File: src/rtl/fifo_rd_arbiter_pkg.sv
// Shared types and helpers for the FIFO read arbiter.
// State encodings plus a constant-safe clog2.
package fifo_rd_arbiter_pkg;

  typedef enum logic {
    ST_IDLE = 1'b0,
    ST_XFER = 1'b1
  } state_t;

  function automatic int clog2(input int v);
    int r;
    r = 0;
    while ((1 << r) < v) r++;
    return r;
  endfunction

endpackage

File: src/rtl/fifo_rd_arbiter_rr_pick.sv
// Combinational round-robin picker.
// Scans upward from last+1, wrapping, for the first set request bit.
module rr_pick #(
  parameter int N = 4,
  parameter int W = 2
) (
  input  logic [N-1:0] req,
  input  logic [W-1:0] last,
  output logic         found,
  output logic [W-1:0] idx
);

  always_comb begin
    found = 1'b0;
    idx   = '0;
    for (int k = 1; k <= N; k++) begin
      if (!found && req[(int'(last) + k) % N]) begin
        found = 1'b1;
        idx   = W'((int'(last) + k) % N);
      end
    end
  end

endmodule

File: src/rtl/fifo_rd_arbiter.sv
// Round-robin burst reader sharing one stream sink across FIFO read ports.
// FIFO_RD_ARB_CHID_EN adds the registered out_chan source-index port.
module fifo_rd_arbiter
  import fifo_rd_arbiter_pkg::*;
#(
  parameter int NUM_CH    = 4,
  parameter int DATA_SIZE = 8,
  parameter int BURST     = 4,
  localparam int CW       = clog2(NUM_CH)
) (
  input  logic                        r_clk,
  input  logic                        r_rst_n,
  input  logic [NUM_CH-1:0]           r_empty,
  input  logic [NUM_CH*DATA_SIZE-1:0] r_data,
  output logic [NUM_CH-1:0]           r_inc,
  input  logic                        out_ready,
  output logic                        out_valid,
  output logic [DATA_SIZE-1:0]        out_data
`ifdef FIFO_RD_ARB_CHID_EN
  ,
  output logic [CW-1:0]               out_chan
`endif
);

  localparam int NW = clog2(BURST) + 1;

  state_t        state;
  state_t        state_nx;
  logic [CW-1:0] grant;
  logic [CW-1:0] last;
  logic [NW-1:0] cnt;
  logic          found;
  logic [CW-1:0] pick;
  logic          cur_empty;
  logic          can_load;
  logic          pop;
  logic          last_beat;

  rr_pick #(
    .N(NUM_CH),
    .W(CW)
  ) u_pick (
    .req  (~r_empty),
    .last (last),
    .found(found),
    .idx  (pick)
  );

  assign cur_empty = r_empty[grant];
  assign can_load  = !out_valid || out_ready;
  assign last_beat = cnt == NW'(BURST - 1);
  // Pops are gated by reset so a mid-burst reset stops traffic at once.
  assign pop = r_rst_n && (state == ST_XFER)
            && !cur_empty && can_load;

  always_comb begin
    r_inc        = '0;
    r_inc[grant] = pop;
  end

  always_comb begin
    state_nx = state;
    unique case (state)
      ST_IDLE: if (found) state_nx = ST_XFER;
      ST_XFER: begin
        if (cur_empty) state_nx = ST_IDLE;
        else if (pop && last_beat) state_nx = ST_IDLE;
      end
      default: state_nx = ST_IDLE;
    endcase
  end

  always_ff @(posedge r_clk) begin
    if (!r_rst_n) state <= ST_IDLE;
    else state <= state_nx;
  end

  always_ff @(posedge r_clk) begin
    if (!r_rst_n) begin
      grant     <= '0;
      last      <= CW'(NUM_CH - 1);
      cnt       <= '0;
      out_valid <= 1'b0;
      out_data  <= '0;
`ifdef FIFO_RD_ARB_CHID_EN
      out_chan  <= '0;
`endif
    end else begin
      if (state == ST_IDLE && found) begin
        grant <= pick;
        last  <= pick;
        cnt   <= '0;
      end
      if (pop) begin
        out_data  <= r_data[int'(grant)*DATA_SIZE +: DATA_SIZE];
        out_valid <= 1'b1;
        cnt       <= cnt + NW'(1);
`ifdef FIFO_RD_ARB_CHID_EN
        out_chan  <= grant;
`endif
      end else if (out_ready) begin
        out_valid <= 1'b0;
      end
    end
  end

endmodule

File: config.mk
export PLATFORM = sky130hd
export DESIGN_NAME = fifo_rd_arbiter
export DESIGN_NICKNAME = d
export VERILOG_FILES = /design/src/rtl/fifo_rd_arbiter_pkg.sv /design/src/rtl/fifo_rd_arbiter_rr_pick.sv /design/src/rtl/fifo_rd_arbiter.sv
export SDC_FILE = /design/constraint.sdc
export NUM_CORES = 1
export LEC_CHECK = 0
export CORE_MARGIN = 4
export CORE_UTILIZATION = 30
export DETAILED_ROUTE_END_ITERATION = 12
export SYNTH_ARGS = -nofsm -noshare
export SYNTH_HDL_FRONTEND = slang
export SYNTH_HIERARCHICAL = 1
export SYNTH_SLANG_ARGS = --single-unit
File: constraint.sdc
create_clock -name r_clk -period 4.25 [get_ports r_clk]
set_input_delay 0.85 -clock r_clk [delete_from_list [all_inputs] [get_ports r_clk]]
set_output_delay 0.85 -clock r_clk [all_outputs]
set_load 0.03 [all_outputs]
==> results.toml, run 1 <==
[clocking]
cts_root_buf = "clkbuf_4"
clock_sinks = 17
cts.htree.levels = 1
clk_path_buf_depth = 2
hold_buffers = 0
clock_latency_ns = 0.29
path_clk_slew_ns = 0.09
postCtsSetupRepairBufs = 0
cts_buffers = 3
post_cts_resize_count = 0
cts_tree = "built"

[critical_path]
crit_path_end = "r_inc[0]"
critical_path_class = "input port to output port"
rr_startpoint = "grant[0]"
crit_chain = "clkdlybuf4s50_1 -> nand2_1 -> nor2_1 -> nor4b_1 -> clkdlybuf4s50_1"
rr_endpoint = "cnt[1]"
critPathTopFamily = "buffers and inverters"
setup.worst_path.end_class = "output port"
crit_arrival_ns = 2.68
r2r_cells = 3
r2r_setup_slack_ns = 1.98
critPathBufInv = 2
cpMaxStageDelayCell = "clkdlybuf4s50_1"
crit_fanout = 5
cp_num_cells = 5
start_kind = "input port"
crit_path_frequent_cell = "clkdlybuf4s50_1"
crit_path_max_incr_delay_ns = 0.73
worstPathRequired_ns = 3.40
crit_path_start = "r_rst_n"

[yosys]
synth_fp_nets = 150
synth-seq-area-share_pct = 32.3
yosys_warnings = 6
syn_inst = 109
synth_top_family_by_area = "multiplexers"
synth-edff-count = 0
synthSimpleGateAreaFrac_pct = 18.4
synth-adder-area-share_pct = 2.38
synth.area.mux_share_pct = 30.8
ys_ff_latch = 17
synth_async_sr_flop_share_pct = 0
syn_area_per_cell_sq_um = 9.65
ys.flop_type = "dfxtp_1"
netlist_area_sq_um = 1050
synth-xor-area-share_pct = 0
synth_cell_types = 25
synth_compound_area_share_pct = 7.02

[place]
dp_slack_ns = 0.678
dp_hpwl_um = 2430
io_buffers = 51
gp_congestion = 0.799

[sta]
fmax_mhz = 283
tightestPinTransition_ns = 0.698
fin_ws_ns = 0.723
fin_tns_setup_ns = 0
finalSetupViolCount = 0
rsz0062_at_grt = "false"
relSlewSlack_pct = 53.4
finalMaxSlewViolations = 0
fin_crit_ns = 3.53
finalHoldViolCount = 0
fin_skew_ns = 0.000878
period_share_pct = 83.0

[power]
ir_drop_v = 0.000140
power.leakage_nw = 0.701
powerDensity_nw_per_um2 = 257
finalPower_mw = 0.415

[cells_and_area]
drive_above_1_share_pct = 10.7
utilization_pct = 48.0
layout.nets = 201
multi_input_area_sq_um = 617
final_cell_mix = "51 x clkdlybuf4s50_1, 17 x dfxtp_1, 16 x nand2_1"
synthToLayoutAreaGrowth_pct = 53.5
fillers = 349
seq_area_sq_um = 340
final_common_cell = "clkdlybuf4s50_1"
antenna_cells = 0

[drt]
vias = 951
drc = 0
viasPerCell = 4.64
routedWlPerCell_um = 13.8
drt_iter0_drc = 24
dr.pass1.iters = 3
drtAntennaViolNets = 0
routed_wl_um = 2830

[die]
initial_core_util_pct = 31.3
die_y_um = 67.2
coreArea_sq_um = 3360
pin_count = 52
die_w_um = 67.2
dieArea_sq_um = 4520
fp-row-count = 21

[grt]
antenna_found_initial = 0
track_usage_pct = 14.3
first_global_vias = 1022
grt_pass1_wl_um = 4780
grt_max_degree = 15
grt_overflow_total = 0

[worst_hold_path]
hold_path.class = "register to register"

[outcome]
status = "finished, final reports clean"

[job]
drv_cap = 0
==> state kept, by name (all words and copies together), names as in the netlist <==
register / flops
cnt: 3
last: 2
out_data: 8
out_valid: 1
state: 1
grant: 2
==> power by group <==
part           internal (mW)  leakage [nW]  switching [mW]
Clock                 0.0365        0.0150          0.0484
Sequential             0.173         0.139          0.0187
Combinational         0.0838         0.547          0.0548
==> cell type report <==
class	instances	share of cell area, %
Tap cell	46	3.56
Timing Repair Buffer	52	32.1
Inverter	15	3.49
Sequential cell	17	21.1
Multi-Input combinational cell	71	38.2
Clock buffer	4	1.63
==> how the worst min path moves through the flow <==
stage	to	depth (start not counted)	slack, ns	startpoint
2_1_floorplan	cnt[0]	1	0.44	cnt[0]
3_3_place_gp	out_data[1]	2	0.45	out_data[1]
3_5_place_dp	out_data[5]	2	0.45	out_data[5]
4_1_cts	out_data[5]	2	0.47	out_data[5]
5_1_grt	out_data[6]	2	0.49	out_data[6]
6_report	out_data[5]	2	0.47	out_data[5]
==> worst min-delay path, cell delays in order (launching register included) <==
cell and delay, ns:
dfxtp_1 0.32, nand2_1 0.05, mux2i_1 0.06
==> metal layers <==
layer / GRT usage [%] / routed length, um
met2: 26.9 / 1560
met5: 0 / 0
met1: 15.8 / 1090
met3: 4.33 / 134
met4: 2.53 / 38
==> synth_stat cells, types with 2 or more instances <==
library cell   n  area share, %
mux2i_1       11             10
nand2_1       16            5.7
dfxtp_1       17             32
nand2b_1       6            3.6
inv_1         15            5.4
mux4_2         9             19
nor2b_1        2            1.2
buf_6          2            2.1
nor2_1         4            1.4
nand3_1        2           0.95
ha_1           2            2.4
and3_1         2            1.2
a21oi_1        7            3.3
clkbuf_1       3            1.1
==> kinds of logic (layout without fill, tap and decap cells) <==
kind of cell	Yosys count	in the layout
AOI/OAI and AO/OA	11	11
adders and majority gates	2	2
buffers and inverters	21	71
DFF	17	17
muxes	21	21
and+or+nand+nor	37	37
==> stage by stage <==
stage	hold slack, ns	area, sq um	std cells
final	0.465	1620	205
after global routing	0.490	1620	205
after CTS	0.467	1620	205
after detailed placement	0.454	1590	201
after global placement	0.446	1590	201
after floorplan	0.440	1050	109
Power figures use the tool's default switching activity.
==> run 2, diff against run 1 <==
Clock period 4.25 ns to 3.7 ns, I/O delays scaled along.
==> run 2 against run 1 <==
Core utilization unchanged. First-iteration DRC count rose by 25%. Critical path depth stayed put. Wire length increased by 0.78%. Highest routed layer unchanged. Hold slack got worse by 0.0022 ns. Combinational power rose by 16%. Largest cell class unchanged. Sequential power grew 15%. Global-route usage decreased by 0.41 points. Worst setup slack worse by 0.34 ns. Total power is 14% higher. Clock skew grew 0.0049 ns.
==> results.toml, run 2 (synthesis gave the netlist of run 1 again) <==
[drt]
routedWlPerCell_um = 13.9
viasPerCell = 4.75
vias = 974
routed_wl_um = 2850
drtAntennaViolNets = 0
drc = 0
drt_iter0_drc = 30
dr.pass1.iters = 4

[critical_path]
worstPathRequired_ns = 2.96
cpMaxStageDelayCell = "clkdlybuf4s50_1"
critPathBufInv = 2
setup.worst_path.end_class = "output port"
crit_path_frequent_cell = "clkdlybuf4s50_1"
crit_fanout = 5
crit_chain = "clkdlybuf4s50_1 -> nand2_1 -> nor2_1 -> nor4b_1 -> clkdlybuf4s50_1"
start_kind = "input port"
crit_arrival_ns = 2.58
critical_path_class = "input port to output port"
r2r_setup_slack_ns = 1.45
critPathTopFamily = "buffers and inverters"
crit_path_max_incr_delay_ns = 0.73

[grt]
track_usage_pct = 13.9
first_global_vias = 1039
grt_max_degree = 15
antenna_found_initial = 0
grt_pass1_wl_um = 4710
grt_overflow_total = 0

[cells_and_area]
seq_area_sq_um = 340
synthToLayoutAreaGrowth_pct = 53.5
antenna_cells = 0
multi_input_area_sq_um = 617
reg_top3 = "out_data x8, cnt x3"
final_common_cell = "clkdlybuf4s50_1"
largest_reg_flops = 8
final_cell_mix = "51 x clkdlybuf4s50_1, 17 x dfxtp_1, 16 x nand2_1"
utilization_pct = 48.0
layout.nets = 201
fillers = 345
drive_above_1_share_pct = 10.7
largest-register = "out_data"

[sta]
finalMaxSlewViolations = 0
rsz0062_at_grt = "false"
period_share_pct = 89.8
finalHoldViolCount = 0
relSlewSlack_pct = 53.7
fin_tns_setup_ns = 0
fin_skew_ns = 0.00576
fmax_mhz = 301
fin_crit_ns = 3.32
finalSetupViolCount = 0
tightestPinTransition_ns = 0.693

[clocking]
post_cts_resize_count = 0
cts_root_buf = "clkbuf_4"
cts_tree = "built"
clock_sinks = 17
clock_latency_ns = 0.28
path_clk_slew_ns = 0.09
cts_buffers = 3
postCtsSetupRepairBufs = 0
hold_buffers = 0
clk_path_buf_depth = 2
cts.htree.levels = 1

[die]
die_y_um = 67.2
pin_count = 52
fp-row-count = 21
coreArea_sq_um = 3360
dieArea_sq_um = 4520
initial_core_util_pct = 31.3
die_w_um = 67.2

[place]
dp_hpwl_um = 2440
gp_congestion = 0.795
io_buffers = 51

[power]
powerDensity_nw_per_um2 = 293
finalPower_mw = 0.474
power.leakage_nw = 0.701
ir_drop_v = 0.000118

[outcome]
status = "finished, final reports clean"

[worst_hold_path]
hold_path.class = "register to register"

[job]
drv_cap = 0
-- run 2: worst paths after layout --
path | start | end | cells after the start
max | r_rst_n | r_inc[0] | 5
max reg2reg | grant[0] | cnt[1] | 3
min | out_data[5] | out_data[5] | 2
min reg2reg | out_data[5] | out_data[5] | 2
-- run 2: per-stage QoR --
step / setup WS (ns) / instances / hold slack [ns] / cell area [sq um]
after floorplan: 0.961 / 109 / 0.440 / 1050
after global placement: 0.410 / 201 / 0.445 / 1590
after detailed placement: 0.358 / 201 / 0.454 / 1590
after CTS: 0.333 / 205 / 0.468 / 1620
after global routing: 0.242 / 205 / 0.492 / 1620
final: 0.378 / 205 / 0.463 / 1620
-- run 2: area by class of cell --
type	count	area share (%)
Multi-Input combinational cell	71	38.2
Sequential cell	17	21.1
Inverter	15	3.49
Tap cell	46	3.56
Clock buffer	4	1.63
Timing Repair Buffer	52	32.1
-- run 2: metal layers --
metal / vias up / part of all wire, % / GRT usage, %
li1: 477 / - / -
met1: 470 / 38 / 14.3
met2: 23 / 56 / 27.6
met3: 4 / 4.4 / 3.83
met4: 0 / 1.3 / 2.53
met5: - / 0 / 0
-- run 2: power by group --
| group | switching [mW] | internal [mW] |
|---|---|---|
| registers | 0.0212 | 0.199 |
| clock network | 0.0517 | 0.0418 |
| logic | 0.0644 | 0.0963 |
-- run 2: tightest hold or removal path, stage by stage (launching register included) --
cell and delay (ns):
dfxtp_1 0.32, nand2_1 0.05, mux2i_1 0.05
